--- src/rtl/morse_game_ctrl.sv ---
// Morse code practice game sequencer: walks a word ROM, scores each submitted
// code against the expected one, and reports game-over / win.
module morse_game_ctrl #(
    parameter int NUM_WORDS = 8,
    parameter int ADDR_W    = 4,
    parameter int WIN_SCORE = 6
) (
    input  logic              clk,
    input  logic              rst,
    input  logic              start,
    input  logic              entry_done,
    input  logic [7:0]        entry_code,
    input  logic [7:0]        rom_data,
    input  logic              TimeOut,
    output logic              enable,
    output logic              reconfig,
    output logic [ADDR_W-1:0] rom_addr,
    output logic [3:0]        score,
    output logic              game_over,
    output logic              win
);

    localparam logic [2:0] S_IDLE  = 3'd0;
    localparam logic [2:0] S_LOAD  = 3'd1;
    localparam logic [2:0] S_FETCH = 3'd2;
    localparam logic [2:0] S_PLAY  = 3'd3;
    localparam logic [2:0] S_CHECK = 3'd4;
    localparam logic [2:0] S_DONE  = 3'd5;

    localparam logic [ADDR_W-1:0] LAST_ADDR = ADDR_W'(NUM_WORDS - 1);
    localparam logic [4:0]        WIN_TH    = 5'(WIN_SCORE);

    logic [2:0]        state_q, state_d;
    logic [ADDR_W-1:0] addr_q, addr_d;
    logic [3:0]        score_q, score_d;
    logic              match_q, match_d;
    logic              enable_q, reconfig_q, game_over_q, win_q;

    function automatic logic [3:0] sat_inc(input logic [3:0] v);
        return (v == 4'hF) ? v : v + 4'd1;
    endfunction

    always_comb begin
        state_d = state_q;
        addr_d  = addr_q;
        score_d = score_q;
        match_d = match_q;
        case (state_q)
            S_IDLE, S_DONE: begin
                if (start) begin
                    state_d = S_LOAD;
                    addr_d  = '0;
                    score_d = '0;
                end
            end
            S_LOAD:  state_d = S_FETCH;
            S_FETCH: state_d = S_PLAY;
            S_PLAY: begin
                // An expired timer wins over an answer arriving in the same cycle.
                if (TimeOut) begin
                    state_d = S_DONE;
                end else if (entry_done) begin
                    match_d = (entry_code == rom_data);
                    state_d = S_CHECK;
                end
            end
            S_CHECK: begin
                if (match_q) begin
                    score_d = sat_inc(score_q);
                end
                if (addr_q == LAST_ADDR) begin
                    state_d = S_DONE;
                end else begin
                    addr_d  = addr_q + ADDR_W'(1);
                    state_d = S_FETCH;
                end
            end
            default: state_d = S_IDLE;
        endcase
    end

    // Outputs are registered from the next state so they line up with the state they describe.
    always_ff @(posedge clk or negedge rst) begin
        if (!rst) begin
            state_q     <= S_IDLE;
            addr_q      <= '0;
            score_q     <= '0;
            enable_q    <= 1'b0;
            reconfig_q  <= 1'b0;
            game_over_q <= 1'b0;
            win_q       <= 1'b0;
        end else begin
            state_q     <= state_d;
            addr_q      <= addr_d;
            score_q     <= score_d;
            enable_q    <= (state_d == S_FETCH) || (state_d == S_PLAY) || (state_d == S_CHECK);
            reconfig_q  <= (state_d == S_LOAD);
            game_over_q <= (state_d == S_DONE);
            win_q       <= (state_d == S_DONE) && ({1'b0, score_d} >= WIN_TH);
        end
    end

    always_ff @(posedge clk) begin
        match_q <= match_d;
    end

    assign enable    = enable_q;
    assign reconfig  = reconfig_q;
    assign rom_addr  = addr_q;
    assign score     = score_q;
    assign game_over = game_over_q;
    assign win       = win_q;

endmodule

--- config.mk ---
export PLATFORM = sky130hd
export DESIGN_NAME = morse_game_ctrl
export DESIGN_NICKNAME = d
export VERILOG_FILES = /design/src/rtl/morse_game_ctrl.sv
export SDC_FILE = /design/constraint.sdc
export NUM_CORES = 1
export LEC_CHECK = 0
export CORE_MARGIN = 3
export CORE_UTILIZATION = 42
export CTS_BUF_LIST = sky130_fd_sc_hd__clkbuf_16
export CTS_CLUSTER_DIAMETER = 80
export DETAILED_ROUTE_END_ITERATION = 10
export GPL_TIMING_DRIVEN = 0
export PLACE_DENSITY = 0.85
export SETUP_SLACK_MARGIN = 0.15
export SYNTH_ARGS = -nofsm -noshare
export SYNTH_HDL_FRONTEND = slang
export SYNTH_SLANG_ARGS = --single-unit
--- constraint.sdc ---
create_clock -name clk -period 2.3 [get_ports clk]
set_input_delay 0.46 -clock clk [delete_from_list [all_inputs] [get_ports clk]]
set_output_delay 0.46 -clock clk [all_outputs]
set_load 0.02 [all_outputs]
==> results by group, run 1 <==
Status
  – Status: finished, final reports clean

Run
  – Number of max-cap violations: 0

Pwr
  – Max rail drop VDD: 0.501 mV
  – Leak: 0.518 nW
  – Pwr Density: 1040 nW/um^2

Clocking
  – Root Buffer: clkbuf_16
  – Post-cts repair resize count: 0
  – Reg clk slew, reported paths: 0.05 ns
  – TritonCTS clock tree: yes
  – CTS H-Tree Depth: 1
  – Clock sinks: 16
  – Worst skew pair latency: 0.25 ns
  – TritonCTS Buffers: 3
  – CTS max path bufs: 2
  – # hold bufs at CTS: 0
  – Post-CTS setup-driven buffer insertion count: 0

Detailed routing
  – Iteration count of the initial detailed-routing pass: 4
  – Routed WL: 1950 um
  – Antenna viol nets, final: 0
  – Wire per inst: 13.1 um
  – Drt drc: 0
  – Metal1 wirelength: 769 um
  – Metal3 WL: 181 um
  – DR vias: 808
  – Top sig layer: met4
  – Via density: 5.42
  – Detailed Route Iter0 Violations: 16
  – DR WL met2: 965 um

Die
  – Effective utilization at floorplan: 47.1%
  – Cell Rows: 15
  – Ports: 33
  – Die area: 2650 sq um
  – Core Box Area: 1840 sq um
  – Die Span X: 51.4 um
  – Die Y: 51.4 um

Critical path
  – R2r setup slk: 0.41 ns
  – Buf/Inv on CP: 0
  – Crit path launch type: flip-flop
  – Setup CP Type: reg2reg
  – Worst path max stage delay: 0.71 ns
  – Crit-path leading delay family: simple AND/OR/NAND/NOR gates
  – Critical Path RT: 2.46 ns
  – Worst setup EP type: flip-flop
  – CP max-delay cell: nor3b_1
  – Crit path DAT: 2.05 ns
  – Critical Path, Cell by Cell: nor3b_1, o21ai_0, a2bb2oi_1, a21oi_1, nor3_1
  – Crit-path max FO: 8

Logic synthesis
  – Synth Net Count: 111
  – Seq cells post-synth: 16
  – Mapped Cells: 88
  – Yosys warns: 0
  – Yosys cell types: 32
  – Syn Area/Cell: 9.85 sq um
  – Synth Cell Area: 867 sq um
  – Sequential fraction of the synthesis area: 46.8%

STA
  – Worst-Margin Slew: 0.818 ns
  – Final Hold Vio Count: 0
  – Min Tclk post-route: 1.89 ns
  – Sum Neg Setup Slack: 0 ns
  – Clk_skew: 0.00209 ns
  – Slew Limit Fails: 0
  – Final WS setup: 0.414 ns
  – RSZ-0062 raised after global routing: false
  – Number of setup violations in the final report: 0
  – FMAX: 530 MHz
  – Period utilization: 82.0%
  – Slew HR: 45.4%

Global routing
  – Initial antenna violation count: 0
  – First-pass GRT wire length: 3430 um
  – Largest net degree at the start of global routing: 16
  – Vias in the first global route: 824
  – Global route total overflow: 0
  – Gr usage total: 17.6%

Finish
  – Nets: 148
  – Layout area overhead: 49.6%
  – Ant. Diodes: 0
  – Fillers: 156
  – Share of post-route cells with drive strength above 1: 6.45%
  – Core Util, Final: 70.5%

Place
  – Routability cong.: 0.842
  – HPWL Detailed: 1500 um
  – Port bufs: 32
  – Pre-CTS WS: 0.198 ns

Min path
  – Hold Path Class: reg2reg
==> cells in the mapped netlist <==
cell	number	area, sq um
a211o_2	1	10.0
a21boi_1	1	7.51
a21oi_1	4	20.0
a2bb2oi_1	2	17.5
a31oi_1	1	6.26
a32o_1	1	10.0
and3_1	1	6.26
and3_4	1	11.3
dfrtp_1	15	375
edfxtp_1	1	30.0
ha_1	2	25.0
inv_1	4	15.0
nand2_1	7	26.3
nand2b_1	3	18.8
nand3_1	4	20.0
nand3b_1	1	7.51
nand4_1	4	25.0
nand4b_1	1	8.76
nor2_1	9	33.8
nor3_1	1	5.00
nor3b_1	1	7.51
o211ai_1	1	7.51
o21ai_0	5	25.0
o21bai_1	1	7.51
o221ai_1	1	8.76
o22ai_1	1	6.26
o31a_2	1	10.0
or2_4	1	8.76
or2b_1	1	7.51
or3b_4	1	11.3
xnor2_1	8	70.1
xor2_1	2	17.5
==> where the power goes <==
group / internal (mW) / switching, mW / total (mW)
Clock: 0.230 / 0.106 / 0.336
Sequential: 0.372 / 0.103 / 0.475
Combinational: 0.258 / 0.279 / 0.537
Total: 0.860 / 0.488 / 1.35
==> worst register-to-register path: stages (launching register included) <==
cell and delay, ns:
dfrtp_1 0.45, nor3b_1 0.71, o21ai_0 0.19, a2bb2oi_1 0.25, a21oi_1 0.07, nor3_1 0.13
==> per-stage QoR <==
step           cells  hold WS, ns  area, sq um  power, mW
2_1_floorplan     88        0.164          867      0.786
3_3_place_gp     145        0.526         1220      0.984
3_5_place_dp     145        0.546         1220       1.01
4_1_cts          149        0.563         1300       1.35
5_1_grt          149        0.595         1300       1.44
6_report         149        0.557         1300       1.35
==> kinds of logic after synthesis <==
logic type / share of synthesized area [%]
xor+xnor: 10.1
flops: 46.8
fa+ha+maj: 2.89
compound gates: 15.7
simple gates: 22.8
buf+inv: 1.73
==> area by class of cell <==
type / count / area, sq um / share of cell area (%)
timing repair buffer: 32 / 320 / 24.7
tap: 25 / 31.3 / 2.41
inverter: 4 / 15.0 / 1.16
clock inverter: 1 / 3.75 / 0.289
clock buffer: 3 / 75.1 / 5.79
sequential: 16 / 405 / 31.2
multi-input combinational: 68 / 447 / 34.4
==> state kept, by name, summed over array words and instances, names as in the netlist <==
| name | count |
|---|---|
| match_q | 1 |
| state_q | 3 |
| game_over | 1 |
| score | 4 |
| rom_addr | 4 |
| win | 1 |
| reconfig | 1 |
| enable | 1 |
==> final timing paths <==
check,end,start,cells after the start
worst max-delay path,win$_DFF_PN0_,state_q[2]$_DFF_PN0_,5
worst min-delay path,score[0]$_DFF_PN0_,score[0]$_DFF_PN0_,1
worst max register to register,win$_DFF_PN0_,state_q[2]$_DFF_PN0_,5
worst min register to register,score[0]$_DFF_PN0_,score[0]$_DFF_PN0_,1
max in group asynchronous,state_q[1]$_DFF_PN0_,rst,1
min in group asynchronous,score[0]$_DFF_PN0_,rst,1
==> metal layers <==
layer / up-vias / GRT usage, %
li1: 390 / -
met1: 368 / 19.0
met2: 45 / 30.9
met3: 5 / 5.83
met4: 0 / 7.86
met5: - / 0
==> cell usage in the layout (no fill, tap or decap), drive strengths merged, types with 2 or more instances in the layout <==
cell type / synthesis / layout
dfrtp: 15 / 15
a2bb2oi: 2 / 2
clkbuf: 0 / 3
xor2: 2 / 2
ha: 2 / 2
and3: 2 / 2
o21ai: 5 / 5
inv: 4 / 4
xnor2: 8 / 8
nand4: 4 / 4
nand2: 7 / 7
nand2b: 3 / 3
clkdlybuf4s50: 0 / 32
nand3: 4 / 4
nor2: 9 / 9
a21oi: 4 / 4
(Power assumes the default switching activity.)
==> inputs of run 2 (changes only) <==
CORE_UTILIZATION = 38   (was 42)
PLACE_DENSITY = 0.81   (was 0.85)
clock period = 1.5 ns   (was 2.3 ns; I/O delays follow)
==> run 2 against run 1 <==
Against the previous run: the run now ends with setup timing left; wire length grew 33%; largest cell class unchanged; non-clock buffer count grew 15; clock power grew 62%; flip-flop and latch count is the same; global-route usage grew 0.62 points; fmax grew 14%; power grew 94%; highest routed layer unchanged; first-iteration DRC count shrank 63%.
==> results by group, run 2 (synthesized netlist as in run 1, its figures left out) <==
STA
  – Final Hold Vio Count: 0
  – FMAX: 605 MHz
  – Slew Limit Fails: 0
  – Final WS setup: -0.154 ns
  – RSZ-0062 raised after global routing: true
  – Number of setup violations in the final report: 9
  – Clk_skew: 0.00608 ns
  – Slew HR: 51.7%
  – Sum Neg Setup Slack: -0.783 ns
  – Min Tclk post-route: 1.65 ns
  – Worst-Margin Slew: 0.723 ns
  – Period utilization: 110%

Die
  – Core Box Area: 2060 sq um
  – Ports: 33
  – Effective utilization at floorplan: 42.1%
  – Die Span X: 53.8 um
  – Die area: 2890 sq um
  – Cell Rows: 16
  – Die Y: 53.8 um

Critical path
  – Critical Path, Cell by Cell: or3b_4, or2_4, a21boi_4, nor2_1
  – Crit path launch type: flip-flop
  – Crit-path max FO: 5
  – Critical Path RT: 1.47 ns
  – Setup CP Type: reg2reg
  – Worst path max stage delay: 0.40 ns
  – R2r setup slk: -0.15 ns
  – CP max-delay cell: dfrtp_2
  – Worst setup EP type: flip-flop
  – Crit path DAT: 1.62 ns

Clocking
  – Root Buffer: clkbuf_16
  – TritonCTS clock tree: yes
  – CTS max path bufs: 2
  – Clock sinks: 16
  – TritonCTS Buffers: 3
  – # hold bufs at CTS: 0
  – CTS H-Tree Depth: 1
  – Reg clk slew, reported paths: 0.06 ns
  – Worst skew pair latency: 0.25 ns

Status
  – Status: complete, but fails checks
  – Failing checks: setup timing

Pwr
  – Switching share of power: 39.1%
  – Pint: 1.60 mW
  – Leak: 0.656 nW
  – Pwr Density: 1720 nW/um^2
  – Clk pwr share: 20.7%
  – Switching power: 1.02 mW
  – Comb power frac: 53.1%
  – Max rail drop VDD: 1.13 mV
  – Seq pwr share: 26.2%

Global routing
  – Gr usage total: 18.2%
  – Largest net degree at the start of global routing: 16
  – Vias in the first global route: 860
  – Initial antenna violation count: 0
  – Global route total overflow: 0
  – First-pass GRT wire length: 3710 um

Finish
  – Most frequent cells in the layout: 20 x clkdlybuf4s50_1, 10 x dfrtp_1, 10 x dlygate4sd2_1, 9 x buf_4, 8 x xnor2_1
  – Ant. Diodes: 0
  – Nets: 163
  – Share of post-route cells with drive strength above 1: 32.4%
  – Core Util, Final: 74.1%
  – Layout area overhead: 76.2%
  – Commonest non-fill, non-tap cell in the layout: clkdlybuf4s50_1

Detailed routing
  – Antenna viol nets, final: 0
  – Routed WL: 2600 um
  – Detailed Route Iter0 Violations: 6
  – Via density: 5.43
  – DR vias: 901
  – Wire per inst: 15.7 um
  – Drt drc: 0
  – Iteration count of the initial detailed-routing pass: 4

Run
  – Number of max-cap violations: 0

Place
  – Port bufs: 32
  – HPWL Detailed: 1600 um
  – Routability cong.: 0.778
  – Pre-CTS WS: -0.444 ns

Min path
  – Hold Path Class: in2async
## run 2: cell types whose count changed in the layout (fill, tap and decap cells not counted), sizes merged
cell / before / now
clkdlybuf4s15: 0 / 1
dlygate4sd2: 0 / 10
clkbuf: 3 / 4
buf: 0 / 15
clkdlybuf4s50: 32 / 20
## run 2: worst max-delay path: cells and delay by family, from the launching register on
family | cells | cell delay, ns
AOI/OAI and AO/OA | 1 | 0.18
and+or+nand+nor | 3 | 0.79
DFF | 1 | 0.40
## run 2: layout make-up
cell class,instances,area [sq um]
Clock buffer,3,75.1
Clock inverter,1,3.75
Fill cell,140,534
Inverter,4,15.0
Multi-Input combinational cell,68,551
Sequential cell,16,412
Tap cell,27,33.8
Timing Repair Buffer,47,438
## run 2: worst paths after layout
| check | from | to | cells after the start |
|---|---|---|---|
| max reg2reg | state_q[0]$_DFF_PN0_ | match_q$_DFFE_PP_ | 4 |
| max | state_q[0]$_DFF_PN0_ | match_q$_DFFE_PP_ | 4 |
| min | rst | rom_addr[0]$_DFFE_PN0P_ | 1 |
| min reg2reg | score[0]$_DFF_PN0_ | score[0]$_DFF_PN0_ | 1 |
| max in group asynchronous | rst | score[1]$_DFF_PN0_ | 1 |
| min in group clk | score[0]$_DFF_PN0_ | score[0]$_DFF_PN0_ | 1 |
## run 2: metal layers
| layer | vias to the layer above | wire length (um) | track usage (%) |
|---|---|---|---|
| li1 | 423 | - | - |
| met1 | 440 | 1010 | 18.4 |
| met2 | 33 | 1420 | 34.9 |
| met3 | 5 | 146 | 4.43 |
| met4 | 0 | 32 | 7.66 |
| met5 | - | 0 | 0 |
## run 2: stage by stage
stage | area [sq um] | power [mW] | std cells | hold WS [ns]
2_1_floorplan | 882 | 1.24 | 88 | 0.00441
3_3_place_gp | 1240 | 1.55 | 147 | 0.512
3_5_place_dp | 1240 | 1.59 | 147 | 0.522
4_1_cts | 1420 | 2.31 | 162 | 0.502
5_1_grt | 1530 | 2.74 | 166 | 0.544
6_report | 1530 | 2.62 | 166 | 0.477
## run 2: timing repair
action | in CTS | in global routing
buffers inserted | 11 | 4
gates resized for setup | 24 | 23
pin swaps | 5 | 7
endpoints found under the setup margin | 28 | 17
## run 2: power groups by stage
stage	logic [mW]	registers, mW	clock network, mW
after floorplan	0.437	0.804	0
after global placement	0.815	0.731	0
after global routing	1.48	0.701	0.558
after detailed placement	0.846	0.744	0
after CTS	1.09	0.686	0.540
final	1.39	0.686	0.543
